## config.mk

```make
export PLATFORM = sky130hd
export DESIGN_NAME = wb_mem_arbiter
export DESIGN_NICKNAME = d
export VERILOG_FILES = /design/src/rtl/wb_mem_arbiter.sv
export SDC_FILE = /design/constraint.sdc
export NUM_CORES = 1
export LEC_CHECK = 0
export CAP_MARGIN = 5
export CORE_AREA = 2 2 125 127
export DETAILED_ROUTE_END_ITERATION = 12
export DIE_AREA = 0 0 127 129
export PLACE_DENSITY_LB_ADDON = 0.2
export SYNTH_ARGS = -nofsm -noshare
export SYNTH_HDL_FRONTEND = slang
export SYNTH_SLANG_ARGS = --single-unit
```

## constraint.sdc

```tcl
create_clock -name clk -period 2.9 [get_ports clk]
set_clock_uncertainty 0.05 [all_clocks]
set_input_delay 0.87 -clock clk [delete_from_list [all_inputs] [get_ports clk]]
set_output_delay 0.87 -clock clk [all_outputs]
set_load 0.01 [all_outputs]
```

## src/rtl/wb_mem_arbiter.sv

```systemverilog
// Two-port Wishbone arbiter in front of a 64-bit byte-enable RAM with one-cycle read latency.
// Define WB_MEM_ARB_FIXED_PRIO_EN for fixed priority (port 0 wins); default is round-robin.
module wb_mem_arbiter #(
    parameter int AW = 16
) (
    input  logic          clk,
    input  logic          rst_n,

    input  logic [AW-3:0] i_wb0_adr,
    input  logic [31:0]   i_wb0_dat,
    input  logic [3:0]    i_wb0_sel,
    input  logic          i_wb0_we,
    input  logic          i_wb0_cyc,
    input  logic          i_wb0_stb,
    output logic [31:0]   o_wb0_rdt,
    output logic          o_wb0_ack,

    input  logic [AW-3:0] i_wb1_adr,
    input  logic [31:0]   i_wb1_dat,
    input  logic [3:0]    i_wb1_sel,
    input  logic          i_wb1_we,
    input  logic          i_wb1_cyc,
    input  logic          i_wb1_stb,
    output logic [31:0]   o_wb1_rdt,
    output logic          o_wb1_ack,

    output logic [AW-1:0] o_mem_addr,
    output logic [7:0]    o_mem_we,
    output logic [63:0]   o_mem_din,
    input  logic [63:0]   i_mem_dout
);

    typedef enum logic [1:0] {
        IDLE,
        ACCESS,
        ACK
    } state_t;

    state_t        state;
    state_t        state_nxt;
    logic          gnt;
    logic          gnt_nxt;
    logic          req0;
    logic          req1;
    logic          winner;

    logic [AW-3:0] adr_g;
    logic [31:0]   dat_g;
    logic [3:0]    sel_g;
    logic          we_g;
    logic          cyc_g;

    assign req0 = i_wb0_cyc & i_wb0_stb;
    assign req1 = i_wb1_cyc & i_wb1_stb;

    // The granted port drives the RAM in every state, so after reset port 0 is visible.
    assign adr_g = gnt ? i_wb1_adr : i_wb0_adr;
    assign dat_g = gnt ? i_wb1_dat : i_wb0_dat;
    assign sel_g = gnt ? i_wb1_sel : i_wb0_sel;
    assign we_g  = gnt ? i_wb1_we  : i_wb0_we;
    assign cyc_g = gnt ? i_wb1_cyc : i_wb0_cyc;

    assign o_mem_addr = {adr_g[AW-3:1], 3'b000};
    assign o_mem_din  = {dat_g, dat_g};

    // Word-address bit 0 picks the 32-bit half of the 64-bit RAM word.
    assign o_wb0_rdt = i_wb0_adr[0] ? i_mem_dout[63:32] : i_mem_dout[31:0];
    assign o_wb1_rdt = i_wb1_adr[0] ? i_mem_dout[63:32] : i_mem_dout[31:0];

`ifdef WB_MEM_ARB_FIXED_PRIO_EN
    assign winner = ~req0;
`else
    logic rr_ptr;
    logic rr_ptr_nxt;

    assign winner = (req0 & req1) ? rr_ptr : req1;

    always_ff @(posedge clk) begin
        if (!rst_n) begin
            rr_ptr <= 1'b0;
        end else begin
            rr_ptr <= rr_ptr_nxt;
        end
    end
`endif

    always_ff @(posedge clk) begin
        if (!rst_n) begin
            state <= IDLE;
            gnt   <= 1'b0;
        end else begin
            state <= state_nxt;
            gnt   <= gnt_nxt;
        end
    end

    // Ack decodes the ACK state; gating it with cyc lets a late abort suppress it.
    always_comb begin
        state_nxt  = state;
        gnt_nxt    = gnt;
        o_mem_we   = 8'h00;
        o_wb0_ack  = 1'b0;
        o_wb1_ack  = 1'b0;
`ifndef WB_MEM_ARB_FIXED_PRIO_EN
        rr_ptr_nxt = rr_ptr;
`endif
        case (state)
            IDLE: begin
                if (req0 | req1) begin
                    gnt_nxt   = winner;
                    state_nxt = ACCESS;
                end
            end
            ACCESS: begin
                if (we_g) begin
                    o_mem_we = adr_g[0] ? {sel_g, 4'h0} : {4'h0, sel_g};
                end
                state_nxt = cyc_g ? ACK : IDLE;
            end
            ACK: begin
                state_nxt = IDLE;
                if (cyc_g) begin
                    o_wb0_ack  = ~gnt;
                    o_wb1_ack  = gnt;
`ifndef WB_MEM_ARB_FIXED_PRIO_EN
                    rr_ptr_nxt = ~gnt;
`endif
                end
            end
            default: begin
                state_nxt = IDLE;
            end
        endcase
    end

endmodule

```

==> Word-level counts from Yosys, hierarchy flattened <==
Cells that the tools add are included.
{ "totals": {"latchBits": 0, "ff_bits": 4, "word_cells": 32, "mem_bits_rw": 0, "mem_bits_ro": 0, "in_bits": 172, "out_inout_bits": 154, "n_memories": 0} }
{ "classes": {"eq_ne": 3, "n_addsub": 0, "n_mux": 18, "n_bitwise": 5, "mul": 0, "div_mod_pow": 0, "n_shift": 0, "reduce_logical": 3, "order_cmp": 0} }
{ "ops": {"columns": ["op", "count"], "rows": [
  ["2-to-1 mux 32 bit", 3],
  ["2-to-1 mux 8 bit", 3],
  ["2-to-1 mux 14 bit", 1],
  ["2-to-1 mux 1 bit", 7],
  ["2-to-1 mux 2 bit", 2],
  ["2-to-1 mux 4 bit", 1],
  ["one-hot mux 2 bit (2 select lines)", 1],
  ["AND reduction 2 bit", 2],
  ["AND 1 bit", 3],
  ["== test 2 x 1 -> 1 bit, second input constant", 1],
  ["== test 2 bit, second input constant", 1],
  ["zero test 2 bit", 1],
  ["inequality test 2 bit, second input constant", 1],
  ["inverter 1 bit", 1],
  ["OR 1 bit", 1]
]} }

==> Depth between registers and ports, before layout <==
{ "depth": {"depth_word": 4, "ltp_mapped": 5, "depth_no_buf": 3} }

==> Least setup slack after synthesis <==
OpenSTA, ideal clock, no wires.
{ "synth_timing": {"path_type": "input to output", "startpoint": "input i_wb1_adr[0]", "endpoint": "output o_wb1_rdt[10]", "arrival_ns": 1.487, "path_slack_ns": 0.493, "cell_stages": 3, "path_cell_list": "buf_6 -> buf_6 -> mux2_4"} }
{ "synth_between": {"elab_chain_cells": 1} }
{ "synth_lines": {"columns": ["item", "line_no", "text"], "rows": [
  ["from (decl)", "18", "input logic [AW-3:0] i_wb1_adr,"],
  ["2-to-1 mux 32 bit", "68", "assign o_wb1_rdt = i_wb1_adr[0] ? i_mem_dout[63:32] : i_mem_dout[31:0];"],
  ["to (decl)", "24", "output logic [31:0] o_wb1_rdt,"]
]} }
No other way between the ends.

==> Final worst setup path <==
{ "layout_timing": {"startpoint": "input i_wb1_adr[0]", "endpoint": "output o_wb1_rdt[19]"} }
The elaborated chain is that of the path after synthesis.

==> flow_metrics.tcl <==
set metrics [dict create \
    outcome "finished clean" \
    cts_tree "built" \
    via_count_of_the_first_global_routing_pass 2940 \
    pin_count_of_the_biggest_net_entering_global_routing 36 \
    final_total_negative_setup_slack_ns 0 \
    startpoint_type "input port" \
    floorplan.initialDensity_pct 15.65 \
    ys_types 23 \
    period_share_pct 97.94 \
    min-delay-start "rr_ptr" \
    totalWireLength_um 11820 \
    cts.clk_slew.worst_paths_ns 0.03 \
    layout.cells.most_common_list "167 x clkdlybuf4s50_1, 143 x dlygate4sd2_1, 101 x mux2_4" \
    cts_buffers 3 \
    finalNetCount 674 \
    cts_htree_levels 1 \
    cts.hold.buffers_added 0 \
    fp.dieArea_um2 16380 \
    power.clock.fraction_pct 19.0 \
    cellLeakagePower_uw 0.002568 \
    r2r_start "state[0]" \
    total_switching_power_uw 362.0 \
    area_of_placed_instances_um2 5549 \
    clock_tree.buffer_depth 2 \
    antenna_cells 0 \
    dpl.hpwl_um 10270 \
    critical_path_class "in -> out" \
    cell_internal_pwr_uw 804.7 \
    crit_path_end_kind "output port" \
    track_usage_pct 12.86 \
    finalWorstSetupSlack_ns 0.05968 \
    layout-drive-gt1-share_pct 29.34 \
    wire_length_of_the_first_global_routing_pass_um 16440 \
    drt_first_iter_violations 51 \
    core_area_um2 14980 \
    drt_pre_antenna_iters 4 \
    number_of_pins_exceeding_their_max_slew_limit_in_the_final_report 0 \
    min-delay-path-class "reg -> reg" \
    area_growth_syn_to_layout_pct 135.5 \
    whs_ns 0.4920 \
    worstHoldPathCells 2 \
    combinationalPowerShare_pct 75.5 \
    final_hold_viol_count 0 \
    io_pins 326 \
    setup-violations-final 0 \
    die_h_um 129 \
    swShare_pct 31.03 \
    clock.fmax_ghz 0.3521 \
    syn-instance-count 205 \
    min_delay_worst_endpoint "rr_ptr" \
    worst_skew_pair.late_latency_ns 0.22 \
    worst_ep_required_time_ns 1.98 \
    routabilityCongestion 0.7582 \
    layout.cells.most_common "clkdlybuf4s50_1" \
    avgSynthCellArea_um2 11.43 \
    detail-route-antenna-nets 0 \
    syn-cell-area_um2 2343 \
    ff_latch_count_synth 4 \
    grt_antenna_before_repair 0 \
    power_frac_seq_pct 5.5 \
    total_power_uw 1167 \
    clock_sinks 4 \
    io_buffer_count 322 \
    route.detailed.wl_per_inst_um 17.15 \
    fill_cells 1561 \
    critical_path.reg2reg.endpoint "state[1]" \
    synthesis.yosys.warnings 0 \
    final_period_minus_worst_setup_slack_ns 2.840 \
    reg2regPathDepth 3 \
    yosysSeqAreaShare_pct 3.417 \
    placement.setup.worst_slack_ns -0.4002 \
    rsz_0062_raised_after_global_routing "no" \
    worst_path_arrival_time_ns 1.92 \
    drt_drc_violations_left 0 \
    num_vias 2752 \
    postLayoutCellArea_um2 5518 \
    worst_path_max_fanout 9 \
    timing.max_cap.violations 0 \
    gr-total-overflow 0 \
    vdd_drop_max_mv 0.1504 \
    post_drt_via_cell_ratio 3.994 \
    num_rows 45 \
    cts_root_buf "clkbuf_16" \
    timing.reg2reg.setup_slack_ns 1.78 \
    power_density_nw_per_um2 211.4 \
    die_x_um 127 \
]
==> worst max-delay path by stage <==
stage                 start             to  slack, ns
6_report       i_wb1_adr[0]  o_wb1_rdt[19]       0.06
5_1_grt        i_wb1_adr[0]   o_wb1_rdt[7]       0.01
4_1_cts            i_wb0_we    o_mem_we[7]      0.001
3_5_place_dp       i_wb0_we    o_mem_we[1]      -0.40
3_3_place_gp       i_wb0_we    o_mem_we[5]      -0.39
2_1_floorplan  i_wb1_adr[0]  o_wb1_rdt[10]       0.49
==> routing by layer <==
| layer | GRT usage, % | part of all wire [%] | vias to the layer above |
|---|---|---|---|
| li1 | - | - | 1299 |
| met1 | 13.07 | 35 | 1261 |
| met2 | 26.00 | 54 | 182 |
| met3 | 4.033 | 10 | 10 |
| met4 | 2.004 | 1.0 | 0 |
| met5 | 0 | 0 | - |
==> per-stage QoR <==
step           utilization, %  std cells
4_1_cts                 36.79        689
6_report                36.84        689
2_1_floorplan               -        207
3_5_place_dp            37.05        683
5_1_grt                 36.84        689
3_3_place_gp            37.05        683
==> flip-flops by register name, indices dropped and copies added, names as in the netlist <==
register and flops:
gnt 1, rr_ptr 1, state 2
==> worst max-delay path, stage by stage <==
cell	delay, ns
buf_4	0.15
bufbuf_16	0.31
mux2_4	0.30
dlygate4sd2_1	0.29
==> logic make-up after synthesis <==
| logic type | synth area share (%) |
|---|---|
| compound gates | 4.699 |
| buf+inv | 18.10 |
| mux | 68.87 |
| flops | 3.417 |
| simple gates | 4.751 |
| other cells | 0.1600 |
==> repair_timing <==
action	4_1_cts	5_1_grt
pin swaps	1	0
gates resized for setup	183	3
gates cloned	1	0
setup buffers	1	0
setup endpoints to repair	151	5
==> synthesized netlist by cell type <==
cell / number / area, um^2
a21oi_1: 2 / 10.01
buf_4: 36 / 270.3
inv_1: 1 / 3.750
buf_6: 13 / 146.4
nor2b_1: 2 / 12.51
o31ai_1: 1 / 7.510
nor3_1: 1 / 5.000
a32oi_1: 4 / 35.03
nor2_1: 12 / 45.04
nand2_1: 6 / 22.52
a22oi_1: 4 / 30.03
a31oi_1: 1 / 6.260
nand2_2: 1 / 6.260
mux2_2: 10 / 112.6
nor2b_4: 1 / 13.76
o21ai_1: 1 / 5.000
a21boi_1: 1 / 7.510
conb_1: 1 / 3.750
dfxtp_1: 4 / 80.08
nand2b_1: 1 / 6.260
o2111ai_1: 1 / 8.760
mux2_4: 100 / 1501
inv_2: 1 / 3.750
==> power groups by stage <==
stage          sequential, uW  combinational (uW)  clock [uW]
3_3_place_gp             65.5                 988           0
3_5_place_dp             65.7                 993           0
6_report                 64.7                 881         221
4_1_cts                  65.1                 894         226
2_1_floorplan            60.5                 441           0
5_1_grt                  65.8                 934         232
==> final cells by class <==
| cell class | instances | area (um^2) | area share, % |
|---|---|---|---|
| Multi-Input combinational cell | 152 | 1872 | 33.92 |
| Clock buffer | 4 | 78.83 | 1.429 |
| Timing Repair Buffer | 339 | 3241 | 58.73 |
| Inverter | 2 | 7.507 | 0.1361 |
| Tap cell | 188 | 235.2 | 4.263 |
| Sequential cell | 4 | 83.83 | 1.519 |
No activity file was read; power rests on OpenSTA's default activity.
